## src/rtl/bypass_forward_ctrl.sv

```systemverilog
// -----------------------------------------------------------------------------
// bypass_forward_ctrl
//   Hazard resolver for the five-stage core. It tracks the instruction words in
//   the DX, XM and MW latches and drives the stage-advance enables. It also
//   produces the ALU and store-data forwarding selects and runs the
//   multiply/divide start/ready handshake, freezing the front of the pipe while
//   the unit is busy.
//
//   Optional feature macro: BYPASS_MW_EN
//     defined   : MW-stage forwarding enabled (selects may be 2'b10, and
//                 sel_st_xm is active)
//     undefined : only XM forwarding; sel_st_xm tied low
//
// Ports
//   clock      in   rising-edge clock
//   reset      in   asynchronous active-high reset
//   fd_insn    in   [31:0] instruction in the FD latch
//   stall_in   in   load-use stall request (same cycle)
//   flush      in   taken branch/jump resolved in X
//   md_ready   in   multdiv result valid pulse
//   pc_we      out  PC write enable                      (combinational)
//   fd_we      out  FD latch write enable                (combinational)
//   md_start   out  one-cycle multdiv start pulse        (combinational)
//   dx_insn    out  [31:0] DX latch instruction          (registered)
//   xm_insn    out  [31:0] XM latch instruction          (registered)
//   mw_insn    out  [31:0] MW latch instruction          (registered)
//   sel_a      out  [1:0] ALU A select: 00 rf, 01 XM, 10 MW   (combinational)
//   sel_b      out  [1:0] ALU B / store-data select           (combinational)
//   sel_st_xm  out  XM store data taken from MW writeback     (combinational)
// -----------------------------------------------------------------------------
module bypass_forward_ctrl #(
   parameter logic [31:0] BUBBLE = 32'h0000_0000
) (
   input  logic        clock,
   input  logic        reset,
   input  logic [31:0] fd_insn,
   input  logic        stall_in,
   input  logic        flush,
   input  logic        md_ready,
   output logic        pc_we,
   output logic        fd_we,
   output logic        md_start,
   output logic [31:0] dx_insn,
   output logic [31:0] xm_insn,
   output logic [31:0] mw_insn,
   output logic [1:0]  sel_a,
   output logic [1:0]  sel_b,
   output logic        sel_st_xm
);

   localparam int unsigned FLD_W = 5;

   localparam logic [FLD_W-1:0] OP_RTYPE = 5'b00000;
   localparam logic [FLD_W-1:0] OP_BNE   = 5'b00010;
   localparam logic [FLD_W-1:0] OP_ADDI  = 5'b00101;
   localparam logic [FLD_W-1:0] OP_BLT   = 5'b00110;
   localparam logic [FLD_W-1:0] OP_SW    = 5'b00111;
   localparam logic [FLD_W-1:0] OP_LW    = 5'b01000;
   localparam logic [FLD_W-1:0] ALU_MUL  = 5'b00110;
   localparam logic [FLD_W-1:0] ALU_DIV  = 5'b00111;

   localparam logic [1:0] SEL_RF = 2'b00;
   localparam logic [1:0] SEL_XM = 2'b01;
`ifdef BYPASS_MW_EN
   localparam logic [1:0] SEL_MW = 2'b10;
`endif

   typedef enum logic {
      RUN     = 1'b0,
      MD_WAIT = 1'b1
   } state_t;

   // Opcodes whose rd is written back to the register file.
   function automatic logic writes_rd(input logic [FLD_W-1:0] op);
      return (op == OP_RTYPE) || (op == OP_ADDI) || (op == OP_LW);
   endfunction

   state_t      state_q, state_d;
   logic        issued_q, issued_d;
   logic [31:0] dx_q, dx_d;
   logic [31:0] xm_q, xm_d;
   logic [31:0] mw_q, mw_d;

   assign dx_insn = dx_q;
   assign xm_insn = xm_q;
   assign mw_insn = mw_q;

   // Field extraction for the latches that feed forwarding decisions.
   logic [FLD_W-1:0] dx_op, dx_rd, dx_rs, dx_rt, dx_alu;
   logic [FLD_W-1:0] xm_op, xm_rd;
   logic             xm_wr;

   assign dx_op  = dx_q[31:27];
   assign dx_rd  = dx_q[26:22];
   assign dx_rs  = dx_q[21:17];
   assign dx_rt  = dx_q[16:12];
   assign dx_alu = dx_q[6:2];
   assign xm_op  = xm_q[31:27];
   assign xm_rd  = xm_q[26:22];
   // $r0 is hardwired, so a write to it never produces a forwardable value.
   assign xm_wr  = writes_rd(xm_op) && (xm_rd != '0);

`ifdef BYPASS_MW_EN
   logic [FLD_W-1:0] mw_op, mw_rd;
   logic             mw_wr;

   assign mw_op = mw_q[31:27];
   assign mw_rd = mw_q[26:22];
   assign mw_wr = writes_rd(mw_op) && (mw_rd != '0);
`endif

   // B operand source: rt for R-type, rd for stores and compare branches.
   logic             b_used;
   logic [FLD_W-1:0] b_reg;

   always_comb begin
      b_used = 1'b0;
      b_reg  = dx_rt;
      case (dx_op)
         OP_RTYPE: begin
            b_used = 1'b1;
            b_reg  = dx_rt;
         end
         OP_SW, OP_BNE, OP_BLT: begin
            b_used = 1'b1;
            b_reg  = dx_rd;
         end
         default: begin
            b_used = 1'b0;
            b_reg  = dx_rt;
         end
      endcase
   end

   // Forwarding selects; the younger XM result takes priority over MW.
   always_comb begin
      sel_a     = SEL_RF;
      sel_b     = SEL_RF;
      sel_st_xm = 1'b0;
      if (xm_wr && (xm_rd == dx_rs)) begin
         sel_a = SEL_XM;
      end
`ifdef BYPASS_MW_EN
      else if (mw_wr && (mw_rd == dx_rs)) begin
         sel_a = SEL_MW;
      end
`endif
      if (b_used && xm_wr && (xm_rd == b_reg)) begin
         sel_b = SEL_XM;
      end
`ifdef BYPASS_MW_EN
      else if (b_used && mw_wr && (mw_rd == b_reg)) begin
         sel_b = SEL_MW;
      end
      // lw followed by sw of the loaded register: store data comes from MW.
      sel_st_xm = (xm_op == OP_SW) && mw_wr && (mw_rd == xm_rd);
`endif
   end

   logic dx_is_md;
   assign dx_is_md = (dx_op == OP_RTYPE) && ((dx_alu == ALU_MUL) || (dx_alu == ALU_DIV));

   // Advance control and next-state for the pipeline latches.
   always_comb begin
      state_d  = state_q;
      issued_d = issued_q;
      dx_d     = dx_q;
      xm_d     = dx_q;
      mw_d     = xm_q;
      pc_we    = 1'b1;
      fd_we    = 1'b1;
      md_start = 1'b0;

      if (state_q == RUN) begin
         if (flush) begin
            dx_d     = BUBBLE;
            issued_d = 1'b0;
         end else if (dx_is_md && !issued_q) begin
            md_start = 1'b1;
            pc_we    = 1'b0;
            fd_we    = 1'b0;
            xm_d     = BUBBLE;
            issued_d = 1'b1;
            state_d  = MD_WAIT;
         end else if (stall_in) begin
            pc_we    = 1'b0;
            fd_we    = 1'b0;
            dx_d     = BUBBLE;
            issued_d = 1'b0;
         end else begin
            dx_d     = fd_insn;
            issued_d = 1'b0;
         end
      end else begin
         // Front frozen; flush cannot occur here since X holds no branch.
         pc_we = 1'b0;
         fd_we = 1'b0;
         xm_d  = BUBBLE;
         if (md_ready) begin
            // Exit and advance on the same edge, so there is no exit penalty.
            state_d  = RUN;
            xm_d     = dx_q;
            issued_d = 1'b0;
            if (stall_in) begin
               dx_d = BUBBLE;
            end else begin
               pc_we = 1'b1;
               fd_we = 1'b1;
               dx_d  = fd_insn;
            end
         end
      end
   end

   always_ff @(posedge clock or posedge reset) begin
      if (reset) begin
         state_q  <= RUN;
         issued_q <= 1'b0;
         dx_q     <= BUBBLE;
         xm_q     <= BUBBLE;
         mw_q     <= BUBBLE;
      end else begin
         state_q  <= state_d;
         issued_q <= issued_d;
         dx_q     <= dx_d;
         xm_q     <= xm_d;
         mw_q     <= mw_d;
      end
   end

endmodule

```

## config.mk

```make
export PLATFORM = sky130hd
export DESIGN_NAME = bypass_forward_ctrl
export DESIGN_NICKNAME = d
export VERILOG_FILES = /design/src/rtl/bypass_forward_ctrl.sv
export SDC_FILE = /design/constraint.sdc
export NUM_CORES = 1
export LEC_CHECK = 0
export CORE_UTILIZATION = 40
export DETAILED_ROUTE_END_ITERATION = 10
export MAX_ROUTING_LAYER = met4
export PLACE_DENSITY = 0.81
export SLEW_MARGIN = 20
export SYNTH_ARGS = -nofsm -noshare
export SYNTH_HDL_FRONTEND = slang
export SYNTH_SLANG_ARGS = --single-unit
export TNS_END_PERCENT = 10
```

## constraint.sdc

```tcl
create_clock -name clock -period 4.8 [get_ports clock]
set_clock_uncertainty 0.1 [all_clocks]
set_input_delay 1.44 -clock clock [delete_from_list [all_inputs] [get_ports clock]]
set_output_delay 1.44 -clock clock [all_outputs]
set_load 0.02 [all_outputs]
```

==> results summary <==
The flow ran to the end, and the final reports show no timing, DRC or antenna violations. In the routed layout, each cell is associated on average with a via count of 4.75. The routed layout has between 2000 and 3000 vias. The first-pass GRT wire length came out at ~13000 um.

Setup repair after global routing left no endpoint under its margin. The largest total area in the synthesized netlist belongs to sky130_fd_sc_hd__dfrtp_1. The total of endpoints with negative setup slack in the final report is 0. The later-pin clock latency in the skew report is between 300 and 400 ps.

The peak ir drop on the vdd network is between 0.15 and 0.2 mV. The number of gates given a new drive strength after cts is 0. The required time of the worst setup path came out at ~3300 ps. The terminating pin of the worst hold path is mw_insn[11]$_DFF_PP0_. STA classifies the critical path endpoint as an output pin. The largest single stage delay on the critical path is 540 ps. The post-route fraction of the period consumed by the critical path came out at between 90 and 100%. The via count of the first global-routing pass is 2582. The placed wire-length estimate after detailed placement is 5980 um. The final hold violation count is 0.

For flop-to-flop paths, the worst setup slack is 2150 ps. The total overflow left after global routing is 0. At the end of routability-driven placement, the weighted congestion stood at 0.848. The relative slew slack is 34.6%.

A synthesized cell averages 11.7 um^2. The area occupied by multi-input gates is 996 um^2. The peak fanout along the critical path came out at 4.

After synthesis, the share of flip-flops with an asynchronous set or reset is 100%. The share of the synthesized area in compound gates (AO/OA/AOI/OAI) is ~7.0%. The unique cell type count in the Yosys netlist is 43. For this block, the routed nets add up to ~8000 um of wire. The number of warnings issued by yosys came out at 0. The post-synth design cell area is 3590 um^2. The number of CTS-inserted buffers is 9. The most frequent cell after synthesis is sky130_fd_sc_hd__dfrtp_1. The number of pins with negative max-slew slack in the final report is 0. The worst path needs 4470 ps of the cycle, external delays included. Walking the worst path, the cells encountered are clkdlybuf4s50_1 > nor2_1 > nor2_1 > a22o_1 > clkdlybuf4s50_1. Yosys mapped a number of flops with a built-in enable equal to 0.

The starting density of the core is just over 40%. The number of buffers inserted to repair setup after CTS is 0. Port buffering added between 100 and 150 buffers. Row generation in the floorplan step produced 34 rows.

Clock tree synthesis selected as its root buffer the cell sky130_fd_sc_hd__clkbuf_8. The floorplan die area came out at 9370 um^2. The power density normalized to cell area came out at 339 nW/um^2.

The proportion of netlist area held by the largest area contributor came out at approximately 70%. Clock-pin slew was measured on the worst setup and hold paths at 80 ps. The maximum clock insertion buffer count is 2. Of the synthesized area, sequential elements account for about two thirds.

The class of the tightest hold or removal check is register to register. The number of cell instances on the worst register-to-register path came out at 7. Sorting the synthesized cells by how often they occur yields 98 x sky130_fd_sc_hd__dfrtp_1, 66 x sky130_fd_sc_hd__nand2_1, 30 x sky130_fd_sc_hd__and2_1. Entering global routing, the biggest net connects 66 pins.

Once detail routing completed, the nets flagged for antenna violations numbered 0. The number of detailed-routing iterations run before antenna repair came out at 4. The total negative slack is 0 ps. The core outline area came out at 8720 um^2.

Max-cap violations in this run came to 0. The dominant combinational cell family by area after synthesis is simple AND/OR/NAND/NOR gates. The share of synthesized cell area in and, or, nand and nor gates came out at between 10% and 20%.

The final worst hold slack is 277 ps. The xor/xnor share of the synthesized area is under 10%. The post-detailed-route wirelength per cell is 14.9 um.

Hold repair after CTS inserted 0 buffers. The startpoint identified for the worst hold timing path is xm_insn[11]$_DFF_PP0_. Data arrives at the worst endpoint at a little under 3000 ps.

The die is 96.8 um tall. The fraction of the mapped netlist area in adder cells is 0%. The post-synthesis to final-layout area growth came out at 46.6%. The master of the slowest instance on the critical path is sky130_fd_sc_hd__clkdlybuf4s50_1. The multiplexer area fraction after synthesis came out at less than 1%. The initial DRC count came out at 93. The flip-flop and latch area came out at 2450 um^2.

The number of nets at the end of the flow is around 480. The startpoint type of the worst setup path is an input port. The top flip-flop cell by instance count after synthesis is sky130_fd_sc_hd__dfrtp_1. The number of antenna diodes in the final layout is 0.

The number of sinks driven by the clock tree came out at 98. The initial antenna violation count is 0. The die width is 96.8 um. 141 I/O pins were placed. The proportion of layout cells with a drive suffix above 1 is 7.40%. The worst register-to-register path ends at dx_insn[13]$_DFFE_PP0P_. The critical path in this run is classified as input port to output pin.

The H-tree depth reported by CTS is 3. The reg-to-reg critical path startpoint is dx_insn[30]$_DFFE_PP0P_. Synthesis handed over a netlist of 306 instances. At the pin with the least slew margin, the transition time is 982 ps.

TritonCTS built the clock tree. The total of fill cells in the finished design is 734. In the post-synthesis netlist, the biggest area contributors are sky130_fd_sc_hd__dfrtp_1 68%, sky130_fd_sc_hd__nand2_1 6.9%, sky130_fd_sc_hd__and2_1 5.2%. The synthesized design contains 98 register bits.

The aggregate global-route resource usage is 18.8%. The cell count of the worst hold path came out at 0. Summed over all cells, the static leakage comes to between 0.002 and 0.0025 uW. The fmax came out at 224 MHz. For this run, design rule violations remaining after detail routing come to 0.
==> power by group <==
group | internal, uW | total [uW] | leakage, uW | switching [uW]
Combinational | 112 | 224 | 0.000884 | 112
Sequential | 859 | 887 | 0.00132 | 27.5
Clock | 399 | 674 | 0.000130 | 275
==> per-layer routing <==
layer	up-vias	GRT usage (%)	wire length [um]
met5	-	-	0
met4	0	6.20	168
met3	11	4.84	441
met2	114	30.3	4080
met1	1249	23.3	3560
li1	1257	-	-
==> sequential cells by signal, indices dropped and copies added (netlist names) <==
signal / cells
issued_q: 1
xm_insn: 32
dx_insn: 32
mw_insn: 32
state_q: 1
==> through the flow <==
stage          area (um^2)  setup WS [ps]  cells  total power, uW  util, %
2_1_floorplan         3600            698    308             1000        -
3_5_place_dp          5010            347    539             1130     57.4
6_report              5270            331    554             1780     60.4
4_1_cts               5270            332    554             1800     60.4
3_3_place_gp          5010            386    539             1120     57.4
5_1_grt               5270            235    554             1860     60.4
==> kinds of logic (layout without fill, tap and decap cells) <==
family / count (synthesis) / count (layout)
buf+inv: 24 / 162
compound gates: 45 / 45
other cells: 1 / 3
flops: 98 / 98
mux: 2 / 2
simple gates: 130 / 130
xor+xnor: 6 / 6
==> area by class of cell <==
cell class	instances	share of cell area, %
Sequential cell	98	46.5
Timing Repair Buffer	141	26.6
Multi-Input combinational cell	186	18.9
Clock inverter	6	2.61
Tap cell	108	2.56
Clock buffer	9	2.35
Inverter	6	0.475
==> worst max-delay path: cells and delay by family <==
family	cells	cell delay [ps]
AND/OR/NAND/NOR	2	310
AO/OA/AOI/OAI	1	220
buffers and inverters	2	950
==> how the worst max path moves through the flow <==
stage                   from                endpoint  slack [ps]  cells past startpoint
finish              md_ready                   fd_we         330                      5
global route        md_ready                   fd_we         230                      5
CTS                 md_ready                   fd_we         330                      5
detailed placement  md_ready                   fd_we         350                      5
global placement    md_ready                   fd_we         390                      5
floorplan              reset  dx_insn[0]$_DFFE_PP0P_         700                      1
==> cell usage in the layout, fill, tap and decap left out, types with 2 or more instances in the layout <==
cell / instances
sky130_fd_sc_hd__o22ai_1: 2
sky130_fd_sc_hd__mux2i_1: 2
sky130_fd_sc_hd__a21oi_1: 2
sky130_fd_sc_hd__nor2b_1: 2
sky130_fd_sc_hd__nor2_2: 3
sky130_fd_sc_hd__buf_4: 4
sky130_fd_sc_hd__nor2_1: 10
sky130_fd_sc_hd__nand4_1: 2
sky130_fd_sc_hd__bufinv_16: 4
sky130_fd_sc_hd__nor3_1: 2
sky130_fd_sc_hd__clkdlybuf4s50_1: 137
sky130_fd_sc_hd__xnor2_1: 4
sky130_fd_sc_hd__dfrtp_1: 98
sky130_fd_sc_hd__nor4_1: 2
sky130_fd_sc_hd__clkbuf_8: 9
sky130_fd_sc_hd__and2_1: 30
sky130_fd_sc_hd__xor2_1: 2
sky130_fd_sc_hd__nand2_1: 66
sky130_fd_sc_hd__o21ai_0: 16
sky130_fd_sc_hd__o21ai_1: 17
sky130_fd_sc_hd__inv_1: 4
sky130_fd_sc_hd__conb_1: 3
sky130_fd_sc_hd__o211ai_1: 2
No activity file was read; power rests on OpenSTA's default activity.
